$ cat src/rtl/flag_unit.sv
// flag_unit: architectural status register (SREG) fed by ALU flags, explicit
// per-flag set/clear, a shadow stack for interrupt save/restore, and a
// combinational branch-condition evaluator on the registered SREG.
module flag_unit #(
  parameter int STACK_DEPTH = 4,
  parameter int DEPTH_W     = 5
) (
  input  logic               clk,
  input  logic               reset,
  input  logic               alu_valid,
  input  logic [4:0]         alu_flags,
  input  logic [4:0]         flag_mask,
  input  logic               set_en,
  input  logic               clr_en,
  input  logic [2:0]         flag_sel,
  input  logic               push,
  input  logic               pop,
  input  logic               err_clr,
  input  logic [3:0]         cond,
  output logic [4:0]         sreg,
  output logic               branch_taken,
  output logic [DEPTH_W-1:0] stack_depth,
  output logic               stack_err
);

  localparam int IDX_W = (STACK_DEPTH > 1) ? $clog2(STACK_DEPTH) : 1;
  localparam logic [DEPTH_W-1:0] FULL_LVL = DEPTH_W'(STACK_DEPTH);

  // flag bit positions within sreg
  localparam int C_B = 0;
  localparam int Z_B = 1;
  localparam int N_B = 2;
  localparam int V_B = 3;
  localparam int S_B = 4;

  logic [4:0]         sreg_q, sreg_d;
  logic [DEPTH_W-1:0] depth_q, depth_d;
  logic               err_q;
  logic [4:0]         stack_mem [STACK_DEPTH];

  logic               is_full, is_empty;
  logic               do_push, do_pop, err_evt;
  logic [DEPTH_W-1:0] top_ptr;
  logic [IDX_W-1:0]   wr_idx, rd_idx;

  assign is_full  = (depth_q == FULL_LVL);
  assign is_empty = (depth_q == '0);
  // a simultaneous push and pop is treated as a conflict: neither is performed
  assign do_push  = push & ~pop & ~is_full;
  assign do_pop   = pop & ~push & ~is_empty;
  assign err_evt  = (push & pop) | (push & ~pop & is_full) | (pop & ~push & is_empty);
  assign top_ptr  = depth_q - DEPTH_W'(1);
  assign wr_idx   = depth_q[IDX_W-1:0];
  assign rd_idx   = top_ptr[IDX_W-1:0];

  // SREG next-state: pop restore > set/clear > masked ALU update
  always_comb begin
    sreg_d = sreg_q;
    if (do_pop) begin
      sreg_d = stack_mem[rd_idx];
    end else if (set_en || clr_en) begin
      // out-of-range selector is a no-op but still blocks the ALU update
      if (flag_sel <= 3'd4) sreg_d[flag_sel] = set_en;
    end else if (alu_valid) begin
      sreg_d = (sreg_q & ~flag_mask) | (alu_flags & flag_mask);
    end
  end

  // stack occupancy next-state
  always_comb begin
    depth_d = depth_q;
    if (do_push)     depth_d = depth_q + DEPTH_W'(1);
    else if (do_pop) depth_d = top_ptr;
  end

  // state registers with synchronous reset; new errors override err_clr
  always_ff @(posedge clk) begin
    if (reset) begin
      sreg_q  <= '0;
      depth_q <= '0;
      err_q   <= 1'b0;
    end else begin
      sreg_q  <= sreg_d;
      depth_q <= depth_d;
      if (err_evt)      err_q <= 1'b1;
      else if (err_clr) err_q <= 1'b0;
    end
  end

  // shadow stack storage; the pushed value is the pre-edge sreg
  always_ff @(posedge clk) begin
    if (!reset && do_push) stack_mem[wr_idx] <= sreg_q;
  end

  // branch condition evaluation; S is used as stored, never derived from N^V
  always_comb begin
    branch_taken = 1'b0;
    case (cond)
      4'd0:  branch_taken = 1'b1;
      4'd1:  branch_taken = 1'b0;
      4'd2:  branch_taken = sreg_q[Z_B];
      4'd3:  branch_taken = ~sreg_q[Z_B];
      4'd4:  branch_taken = sreg_q[C_B];
      4'd5:  branch_taken = ~sreg_q[C_B];
      4'd6:  branch_taken = sreg_q[N_B];
      4'd7:  branch_taken = ~sreg_q[N_B];
      4'd8:  branch_taken = sreg_q[V_B];
      4'd9:  branch_taken = ~sreg_q[V_B];
      4'd10: branch_taken = sreg_q[S_B];
      4'd11: branch_taken = ~sreg_q[S_B];
      4'd12: branch_taken = ~sreg_q[Z_B] & ~sreg_q[S_B];
      4'd13: branch_taken = sreg_q[Z_B] | sreg_q[S_B];
      4'd14: branch_taken = ~sreg_q[C_B] & ~sreg_q[Z_B];
      4'd15: branch_taken = sreg_q[C_B] | sreg_q[Z_B];
      default: branch_taken = 1'b0;
    endcase
  end

  assign sreg        = sreg_q;
  assign stack_depth = depth_q;
  assign stack_err   = err_q;

endmodule

$ cat config.mk
export PLATFORM = sky130hd
export DESIGN_NAME = flag_unit
export DESIGN_NICKNAME = d
export VERILOG_FILES = /design/src/rtl/flag_unit.sv
export SDC_FILE = /design/constraint.sdc
export NUM_CORES = 1
export LEC_CHECK = 0
export BUFFER_PORTS_ARGS = -buffer_cell sky130_fd_sc_hd__buf_2
export CORE_MARGIN = 2
export CORE_UTILIZATION = 40
export CTS_BUF_LIST = sky130_fd_sc_hd__clkbuf_4
export DETAILED_ROUTE_END_ITERATION = 10
export PLACE_DENSITY = 0.6
export SLEW_MARGIN = 20
export SYNTH_ARGS = -nofsm -noshare
export SYNTH_HDL_FRONTEND = slang
export SYNTH_SLANG_ARGS = --single-unit
$ cat constraint.sdc
create_clock -name clk -period 2.85 [get_ports clk]
set_input_delay 0.1425 -clock clk [delete_from_list [all_inputs] [get_ports clk]]
set_output_delay 0.1425 -clock clk [all_outputs]
set_load 0.01 [all_outputs]
==> results of run 1 <==
kinds of logic (layout without fill, tap and decap cells):
family	count (synthesis)	in the layout	share of synthesized area, %
compound gates	33	33	13.30
flops	31	31	47.67
mux	9	9	9.084
fa+ha+maj	5	5	3.634
buf+inv	10	48	2.688
simple gates	60	60	23.62
worst paths after layout:
path | end | slack [ps] | cells past startpoint | startpoint
hold / removal | stack_err | 90 | 3 | pop
hold reg to reg | stack_err | 540 | 2 | stack_err
setup / recovery | stack_mem[3][1] | 570 | 7 | stack_depth[0]
setup reg to reg | stack_mem[3][1] | 570 | 7 | stack_depth[0]
worst register-to-register path, stage by stage, from the launching register on:
cell	delay, ps
dfxtp_1	320
buf_4	190
inv_1	120
ha_1	250
nor3b_2	190
a21oi_2	320
nor2b_1	290
and2_1	290
final cells by class:
type	instances	share of cell area [%]
Inverter	3	0.5646
Tap cell	50	3.137
Clock buffer	6	2.258
Multi-Input combinational cell	107	42.85
Timing Repair Buffer	37	9.410
Clock inverter	2	0.6274
Sequential cell	31	41.15
cell usage in the layout (no fill, tap or decap), types with 6 or more instances in the layout:
master / count
a21oi_1: 8
buf_2: 36
dfxtp_1: 11
clkbuf_4: 6
a31oi_1: 6
nor4bb_1: 8
nor2_1: 11
edfxtp_1: 20
power by group through the flow:
| stage | combinational [mW] | clock (mW) | sequential (mW) |
|---|---|---|---|
| after global routing | 0.326 | 0.288 | 0.566 |
| after CTS | 0.298 | 0.263 | 0.559 |
| after detailed placement | 0.296 | 0 | 0.569 |
| final | 0.295 | 0.249 | 0.558 |
| after floorplan | 0.202 | 0 | 0.562 |
| after global placement | 0.286 | 0 | 0.568 |
metal layers:
| metal | vias to the layer above | track usage, % | part of all wire [%] |
|---|---|---|---|
| li1 | 660 | - | - |
| met5 | - | 0 | 0 |
| met3 | 11 | 5.669 | 5.6 |
| met2 | 46 | 28.21 | 48 |
| met1 | 658 | 21.22 | 44 |
| met4 | 0 | 8.061 | 2.6 |
==> impl_metrics.csv, run 1 <==
group,metric,value,unit
status,outcome,"finished clean",
final_layout,design.final.nets,215,
final_layout,multi_input_area,854.6,um2
detailed_routing,detail_route.drc_violations,0,
sta,max-slew-margin-rel,73.38,%
final_layout,sequential_cell_area,820.8,um2
detailed_routing,drt-pass1-iter-count,4,
sta,grt_setup_unrepaired,"no",
detailed_routing,postRouteWirelength,3999,um
sta,final.hold.worst_slack,92.23,ps
clocking,cts_buffer_depth,2,
final_layout,final.fill_count,381,
setup_path,crit_buf_inv,2,
logic_synthesis,postSynth.asyncResetShare,0,%
setup_path,timing.critical_path.cells,"buf_4 > inv_1 > ha_1 > nor3b_2 > a21oi_2 > nor2b_1 > and2_1",
clocking,cts_tree,"yes",
place,dpl_worst_slack,551.4,ps
detailed_routing,drt_iter0_drc,39,
clocking,cts_setup_buffers,0,
final_layout,final_layout_size_suffix_gt1_share,29.03,%
logic_synthesis,syn_inst,148,
floorplanning,boundaryPins,37,
logic_synthesis,yosysWarningCount,0,
sta,min_period,2279,ps
logic_synthesis,netlist_top_cells_count,"20 x edfxtp_1, 11 x dfxtp_1, 11 x nor2_1",
clocking,worstSkewPairLatency,320,ps
floorplanning,floorplan.rows,23,
pwr,comb_power_share,26.8,%
setup_path,crit_arrival,2290,ps
floorplanning,initial_core_util,42.43,%
detailed_routing,final_antenna_net_count,0,
global_routing,grt_first_pass_wirelength,6672,um
pwr,netSwitchingFraction,31.01,%
clocking,cts_max_level,2,
sta,final_hold_viol_count,0,
setup_path,timing.critical_path.to_type,"flop",
sta,timing.final.setup_violations,0,
pwr,vdd_ir_drop_max,0.3196,mV
pwr,p_seq_share,50.6,%
place,replace_congestion,0.9140,
logic_synthesis,mappedNetlistArea,0.001722,mm2
pwr,p_leak,0.7894,nW
detailed_routing,per_cell_routed_wire_length,16.94,um
pwr,cell_internal_power,0.7608,mW
setup_path,critical_path.top_delay_family,"simple AND/OR/NAND/NOR gates",
global_routing,grt_pass1_vias,1371,
pwr,total_power,1.103,mW
sta,fin_skew,9.718,ps
pwr,power.switching,0.3419,mW
place,place_inst,228,
final_layout,syn_to_final_growth,15.84,%
sta,tightest_slew,398.8,ps
setup_path,critical_path.max_stage_delay,320,ps
floorplanning,die_x,69.61,um
logic_synthesis,synth_top_cells_by_area,"edfxtp_1 35%, dfxtp_1 13%, mux4_2 6.5%",
min_path,hp-class,"input port to flop",
final_layout,post-route-util,49.15,%
global_routing,gr-total-overflow,0,
global_routing,grtUsageTotal,17.50,%
floorplanning,vertical_extent_of_the_die,69.61,um
logic_synthesis,synth_largest_area_cell,"edfxtp_1",
pwr,power.share.clock,22.6,%
final_layout,antenna_cells_inserted,0,
pwr,powerDensity,552.9,mW/mm2
clocking,clk_transition_reported_paths,100,ps
setup_path,criticalPathCategory,"flop to flop",
logic_synthesis,synth_most_common_cell,"edfxtp_1",
logic_synthesis,synth.lib_cells_used.distinct,43,
place,dp.final_hpwl,3053,um
sta,period_share,79.97,%
logic_synthesis,dominantRegCellSynth,"edfxtp_1",
clocking,cts_repair_resize_count,0,
final_layout,post-route-cell-area,0.001994,mm2
flow_run,cap_viol_max_count,0,
detailed_routing,routed-via-count,1375,
setup_path,critPathMaxFanout,11,
clocking,post_cts_hold_buffer_count,0,
clocking,numCtsBuffers,5,
logic_synthesis,synth_edf_count,20,
setup_path,worstSetupStartpointType,"flop",
place,io_buffer_count,36,
global_routing,grt_antenna_before_repair,0,
logic_synthesis,synthesis.nets,178,
logic_synthesis,synth.avg_cell_area,11.63,um2
global_routing,grt_max_degree,19,
clocking,numClockSinks,31,
sta,fmax,0.4387,GHz
setup_path,crit_required,2860,ps
logic_synthesis,postSynthRegisterBits,31,
clocking,cts-root-buf,"clkbuf_4",
sta,drv_slew,0,
floorplanning,core,0.004058,mm2
final_layout,layout.cells.non_filler,236,
sta,final.setup.worst_slack,570.8,ps
sta,setup-tns-final,0,ps
place,dpl-instance-area,0.001937,mm2
logic_synthesis,synth_seq_area_share,47.67,%
logic_synthesis,synth.top_cell.area_share,34.88,%
detailed_routing,avgViaCountPerCell,5.826,
floorplanning,die_outline_area,0.004845,mm2
setup_path,timing.critical_path.slowest_stage_cell,"dfxtp_1",
Note: power is estimated with default switching activity, not from simulation.
==> inputs of run 2 (changes only) <==
ABC_AREA = 1   (was default)
PLACE_DENSITY = 0.59   (was 0.6)
clock period = 2.25 ns   (was 2.85 ns; I/O delays follow)
==> impl_metrics.csv, run 2 <==
group,metric,value,unit
min_path,hp-class,"input port to flop",
setup_path,critical_path.top_delay_family,"simple AND/OR/NAND/NOR gates",
logic_synthesis,syn_inst,253,
min_path,worst_hold_path.num_cells,4,
global_routing,grt_first_pass_wirelength,6672,um
detailed_routing,per_cell_routed_wire_length,11.22,um
floorplanning,die_x,72.09,um
sta,fin_skew,11.47,ps
place,dpl-instance-area,0.002088,mm2
global_routing,grt_max_degree,22,
setup_path,crit_arrival,1980,ps
clocking,clk_transition_reported_paths,90,ps
logic_synthesis,synth_most_common_cell,"nand2_1",
sta,tightest_slew,439.4,ps
floorplanning,core,0.004414,mm2
setup_path,timing.critical_path.slowest_stage_cell,"dfxtp_1",
final_layout,design.final.nets,326,
sta,grt_setup_unrepaired,"no",
global_routing,gr-total-overflow,0,
clocking,cts-root-buf,"clkbuf_4",
setup_path,critical_path.max_stage_delay,410,ps
detailed_routing,final_antenna_net_count,0,
detailed_routing,detail_route.drc_violations,0,
setup_path,crit_buf_inv,3,
clocking,cts_max_level,2,
final_layout,post-route-cell-area,0.002175,mm2
status,outcome,"finished clean",
pwr,vdd_ir_drop_max,0.2480,mV
detailed_routing,drt-pass1-iter-count,4,
clocking,cts_buffer_depth,2,
global_routing,grtUsageTotal,16.49,%
detailed_routing,postRouteWirelength,3917,um
setup_path,critPathMaxFanout,5,
final_layout,most-common-layout-cells,"73 x nand2_1, 36 x buf_2, 33 x inv_1",
detailed_routing,routed-via-count,1662,
setup_path,worstSetupStartpointType,"flop",
sta,min_period,2002,ps
clocking,cts_tree,"yes",
logic_synthesis,synth_seq_area_share,44.26,%
logic_synthesis,synth.top_cell.area_share,32.39,%
clocking,numCtsBuffers,5,
setup_path,timing.critical_path.cells,"inv_1 > ha_1 > inv_1 > nor2_2 > nand3_1 > nand3_1 > inv_1 > nand2_1 > nor2_1",
place,dpl_worst_slack,280.9,ps
logic_synthesis,mappedNetlistArea,0.001854,mm2
sta,fmax,0.4995,GHz
final_layout,layout_commonest_cell,"nand2_1",
floorplanning,initial_core_util,42.01,%
clocking,worstSkewPairLatency,330,ps
place,io_buffer_count,36,
detailed_routing,drt_iter0_drc,89,
setup_path,timing.critical_path.depth,9,
sta,setup-tns-final,0,ps
sta,final_hold_viol_count,0,
logic_synthesis,dominantRegCellSynth,"edfxtp_1",
place,dp.final_hpwl,3012,um
final_layout,post-route-util,49.26,%
floorplanning,die_outline_area,0.005196,mm2
setup_path,timing.critical_path.to_type,"flop",
sta,max-slew-margin-rel,70.60,%
logic_synthesis,synth_largest_area_cell,"edfxtp_1",
sta,final.setup.worst_slack,247.9,ps
setup_path,crit_required,2230,ps
floorplanning,boundaryPins,37,
clocking,cts_setup_buffers,0,
global_routing,grt_antenna_before_repair,0,
logic_synthesis,postSynth.asyncResetShare,0,%
sta,period_share,88.98,%
floorplanning,vertical_extent_of_the_die,72.09,um
detailed_routing,avgViaCountPerCell,4.762,
place,replace_congestion,0.8013,
setup_path,criticalPathCategory,"flop to flop",
pwr,p_leak,1.035,nW
sta,timing.final.setup_violations,0,
final_layout,syn_to_final_growth,17.27,%
logic_synthesis,yosysWarningCount,0,
clocking,numClockSinks,31,
setup_path,path_common_cell,"inv_1",
logic_synthesis,synth.avg_cell_area,7.329,um2
logic_synthesis,synth_edf_count,20,
logic_synthesis,synth_top_cells_by_area,"edfxtp_1 32%, nand2_1 15%, dfxtp_1 12%",
final_layout,final_layout_size_suffix_gt1_share,19.53,%
logic_synthesis,synthesis.nets,283,
setup_path,ff2ff_path_depth,9,
pwr,powerDensity,671.0,mW/mm2
logic_synthesis,synth.lib_cells_used.distinct,20,
floorplanning,floorplan.rows,24,
global_routing,grt_pass1_vias,1483,
sta,drv_slew,0,
logic_synthesis,netlist_top_cells_count,"73 x nand2_1, 33 x inv_1, 32 x nor2_1",
final_layout,antenna_cells_inserted,0,
flow_run,cap_viol_max_count,0,
logic_synthesis,postSynthRegisterBits,31,
run 2: cells by family (layout without fill, tap and decap cells):
family                   Yosys count  after routing  synth area share [%]
adder cells (fa/ha/maj)            5              5                 3.374
flip-flops                        31             31                 44.26
AND/OR/NAND/NOR                  144            144                 33.74
AO/OA/AOI/OAI                     34             34                 9.514
buffers and inverters             39             83                 9.109
run 2: path summary, 6_finish.rpt:
| kind | from | slack [ps] | end |
|---|---|---|---|
| setup / recovery | stack_depth[1] | 250 | stack_mem[3][3] |
| hold / removal | err_clr | 50 | stack_err |
| setup reg to reg | stack_depth[1] | 250 | stack_mem[3][3] |
| hold reg to reg | stack_err | 490 | stack_err |
run 2: area by class of cell:
class / instances / area [um2]
tap: 52 / 65.06
clock inverter: 3 / 38.79
fill: 452 / 2240
multi-input combinational: 183 / 864.6
clock buffer: 5 / 37.54
inverter: 34 / 127.6
sequential: 31 / 820.8
timing repair buffer: 41 / 220.2
run 2: where the power goes:
group | leakage (nW) | switching (mW) | internal (mW)
Sequential | 0.277 | 0.0355 | 0.644
Clock | 0.0426 | 0.188 | 0.228
Combinational | 0.716 | 0.229 | 0.134
Total | 1.04 | 0.453 | 1.01
run 2: what timing repair did:
item / CTS / global route
hold buffers: 1 / 0
gates resized for setup: 0 / 0
hold endpoints to repair: 2 / 0
endpoints found under the setup margin: 0 / 0
run 2: layer usage:
layer	share of wire (%)	vias up	wire length [um]	GRT usage [%]
met5	0	-	0	0
met4	1.5	0	57	5.660
met3	4.6	6	181	3.750
met2	44	42	1731	25.38
met1	50	713	1947	22.88
li1	-	901	-	-
run 2: worst reg2reg max path: cells and delay by family (launching register included):
| family | cells | cell delay (ps) |
|---|---|---|
| fa+ha+maj | 1 | 210 |
| flops | 1 | 410 |
| simple gates | 5 | 730 |
| buf+inv | 3 | 330 |
run 2: per-stage QoR:
step	power (mW)	cells	hold slack (ps)
after detailed placement	1.056	340	318.1
final	1.459	349	50.70
after floorplan	0.9406	253	181.6
after global placement	1.057	340	316.1
after CTS	1.473	349	37.88
after global routing	1.556	349	83.74
==> inputs of run 3 (changes only) <==
CELL_PAD_IN_SITES_DETAIL_PLACEMENT = 0   (was default)
CELL_PAD_IN_SITES_GLOBAL_PLACEMENT = 1   (was default)
HOLD_SLACK_MARGIN = 0.1   (was default)
PLACE_DENSITY = 0.79   (was 0.59)
==> impl_metrics.csv, run 3 (synthesis results as in run 2) <==
group,metric,value,unit
status,outcome,"finished clean",
final_layout,final_layout_size_suffix_gt1_share,19.67,%
final_layout,antenna_cells_inserted,0,
place,dpl-instance-area,0.002096,mm2
pwr,power.share.clock,22.4,%
floorplanning,initial_core_util,42.01,%
pwr,vdd_ir_drop_max,0.1951,mV
detailed_routing,avgViaCountPerCell,4.707,
clocking,clk_transition_reported_paths,90,ps
pwr,p_leak,1.048,nW
global_routing,grt_max_degree,22,
clocking,cts-root-buf,"clkbuf_4",
global_routing,grt_pass1_vias,1487,
sta,fmax,0.4950,GHz
flow_run,cap_viol_max_count,0,
min_path,hp-class,"input port to flop",
setup_path,crit_arrival,1980,ps
sta,setup-tns-final,0,ps
detailed_routing,postRouteWirelength,4037,um
final_layout,post-route-cell-area,0.002185,mm2
pwr,power.switching,0.4454,mW
global_routing,grt_first_pass_wirelength,6941,um
global_routing,grt_antenna_before_repair,0,
clocking,cts_buffer_depth,2,
pwr,powerDensity,622.3,mW/mm2
sta,timing.final.setup_violations,0,
floorplanning,floorplan.rows,24,
global_routing,grtUsageTotal,17.49,%
place,replace_congestion,0.7992,
setup_path,worstSetupStartpointType,"flop",
setup_path,critPathMaxFanout,5,
sta,fin_skew,10.53,ps
pwr,p_seq_share,49.8,%
floorplanning,die_x,72.09,um
final_layout,design.final.nets,329,
floorplanning,die_outline_area,0.005196,mm2
global_routing,gr-total-overflow,0,
place,dpl_worst_slack,283.2,ps
floorplanning,boundaryPins,37,
sta,final.setup.worst_slack,229.9,ps
setup_path,crit_required,2210,ps
sta,final.hold.worst_slack,286.6,ps
sta,grt_setup_unrepaired,"no",
detailed_routing,routed-via-count,1657,
detailed_routing,detail_route.drc_violations,0,
sta,period_share,89.78,%
floorplanning,vertical_extent_of_the_die,72.09,um
sta,max-slew-margin-rel,67.88,%
pwr,cell_internal_power,0.9141,mW
clocking,worstSkewPairLatency,320,ps
sta,final_hold_viol_count,0,
place,dp.final_hpwl,3105,um
final_layout,layout_commonest_cell,"nand2_1",
detailed_routing,drt_iter0_drc,156,
detailed_routing,per_cell_routed_wire_length,11.47,um
place,io_buffer_count,36,
floorplanning,core,0.004414,mm2
pwr,netSwitchingFraction,32.76,%
sta,min_period,2020,ps
final_layout,syn_to_final_growth,17.81,%
final_layout,post-route-util,49.49,%
setup_path,criticalPathCategory,"flop to flop",
clocking,cts_max_level,2,
pwr,comb_power_share,27.8,%
clocking,cts_tree,"yes",
sta,tightest_slew,480.1,ps
sta,drv_slew,0,
clocking,numClockSinks,31,
detailed_routing,drt-pass1-iter-count,5,
final_layout,most-common-layout-cells,"73 x nand2_1, 36 x buf_2, 33 x inv_1",
detailed_routing,final_antenna_net_count,0,
setup_path,timing.critical_path.to_type,"flop",
clocking,numCtsBuffers,5,
## run 3: cell types whose count changed in the layout (fill, tap and decap cells not counted), sizes merged
cell and change:
dlygate4sd3 +2, clkbuf +1, buf +1, bufinv -1
## run 3: power groups by stage
stage          Clock (mW)  Combinational (mW)  Sequential, mW
2_1_floorplan           0               0.244           0.696
3_5_place_dp            0               0.371           0.692
3_3_place_gp            0               0.376           0.692
4_1_cts             0.320               0.378           0.679
6_report            0.305               0.377           0.677
5_1_grt             0.347               0.441           0.684
## run 3: final timing paths
path                       start               to  slack (ps)  cells after the start
setup / recovery  stack_depth[1]  stack_mem[0][4]         230                      9
hold / removal              push   stack_depth[1]         290                      5
hold reg to reg   stack_depth[1]   stack_depth[1]         540                      2
setup reg to reg  stack_depth[1]  stack_mem[0][4]         230                      9
## run 3: area by class of cell
cell class	count	area (um2)
multi-input cells	183	869.6
inverters	34	127.6
fillers	429	2230
clock buffers	6	45.04
repair buffers	44	247.7
clock inverters	2	8.758
flip-flops and latches	31	820.8
well taps	52	65.06
## run 3: through the flow
stage / instances / power (mW)
3_3_place_gp: 341 / 1.068
2_1_floorplan: 253 / 0.9406
6_report: 352 / 1.359
4_1_cts: 352 / 1.376
5_1_grt: 352 / 1.472
3_5_place_dp: 341 / 1.063
## run 3: routing by layer
metal / wire [um] / global-route usage (%)
met1: 1969 / 24.05
met2: 1816 / 26.50
met3: 217 / 5.139
met4: 34 / 5.660
met5: 0 / 0
## run 3: timing repair
action | in CTS | in global routing
buffers inserted | 0 | 0
gates resized for setup | 0 | 1
hold buffers | 3 | 0
endpoints found under the setup margin | 0 | 3
endpoints found under the hold margin | 2 | 0
## run 3: worst max-delay path, stage by stage (launching register included)
cell     delay, ps
dfxtp_1        400
inv_1          130
ha_1           200
inv_1           90
nor2_2          50
nand3_1         80
nand3_1         90
inv_1          110
nand2_1        110
nor2_1         400
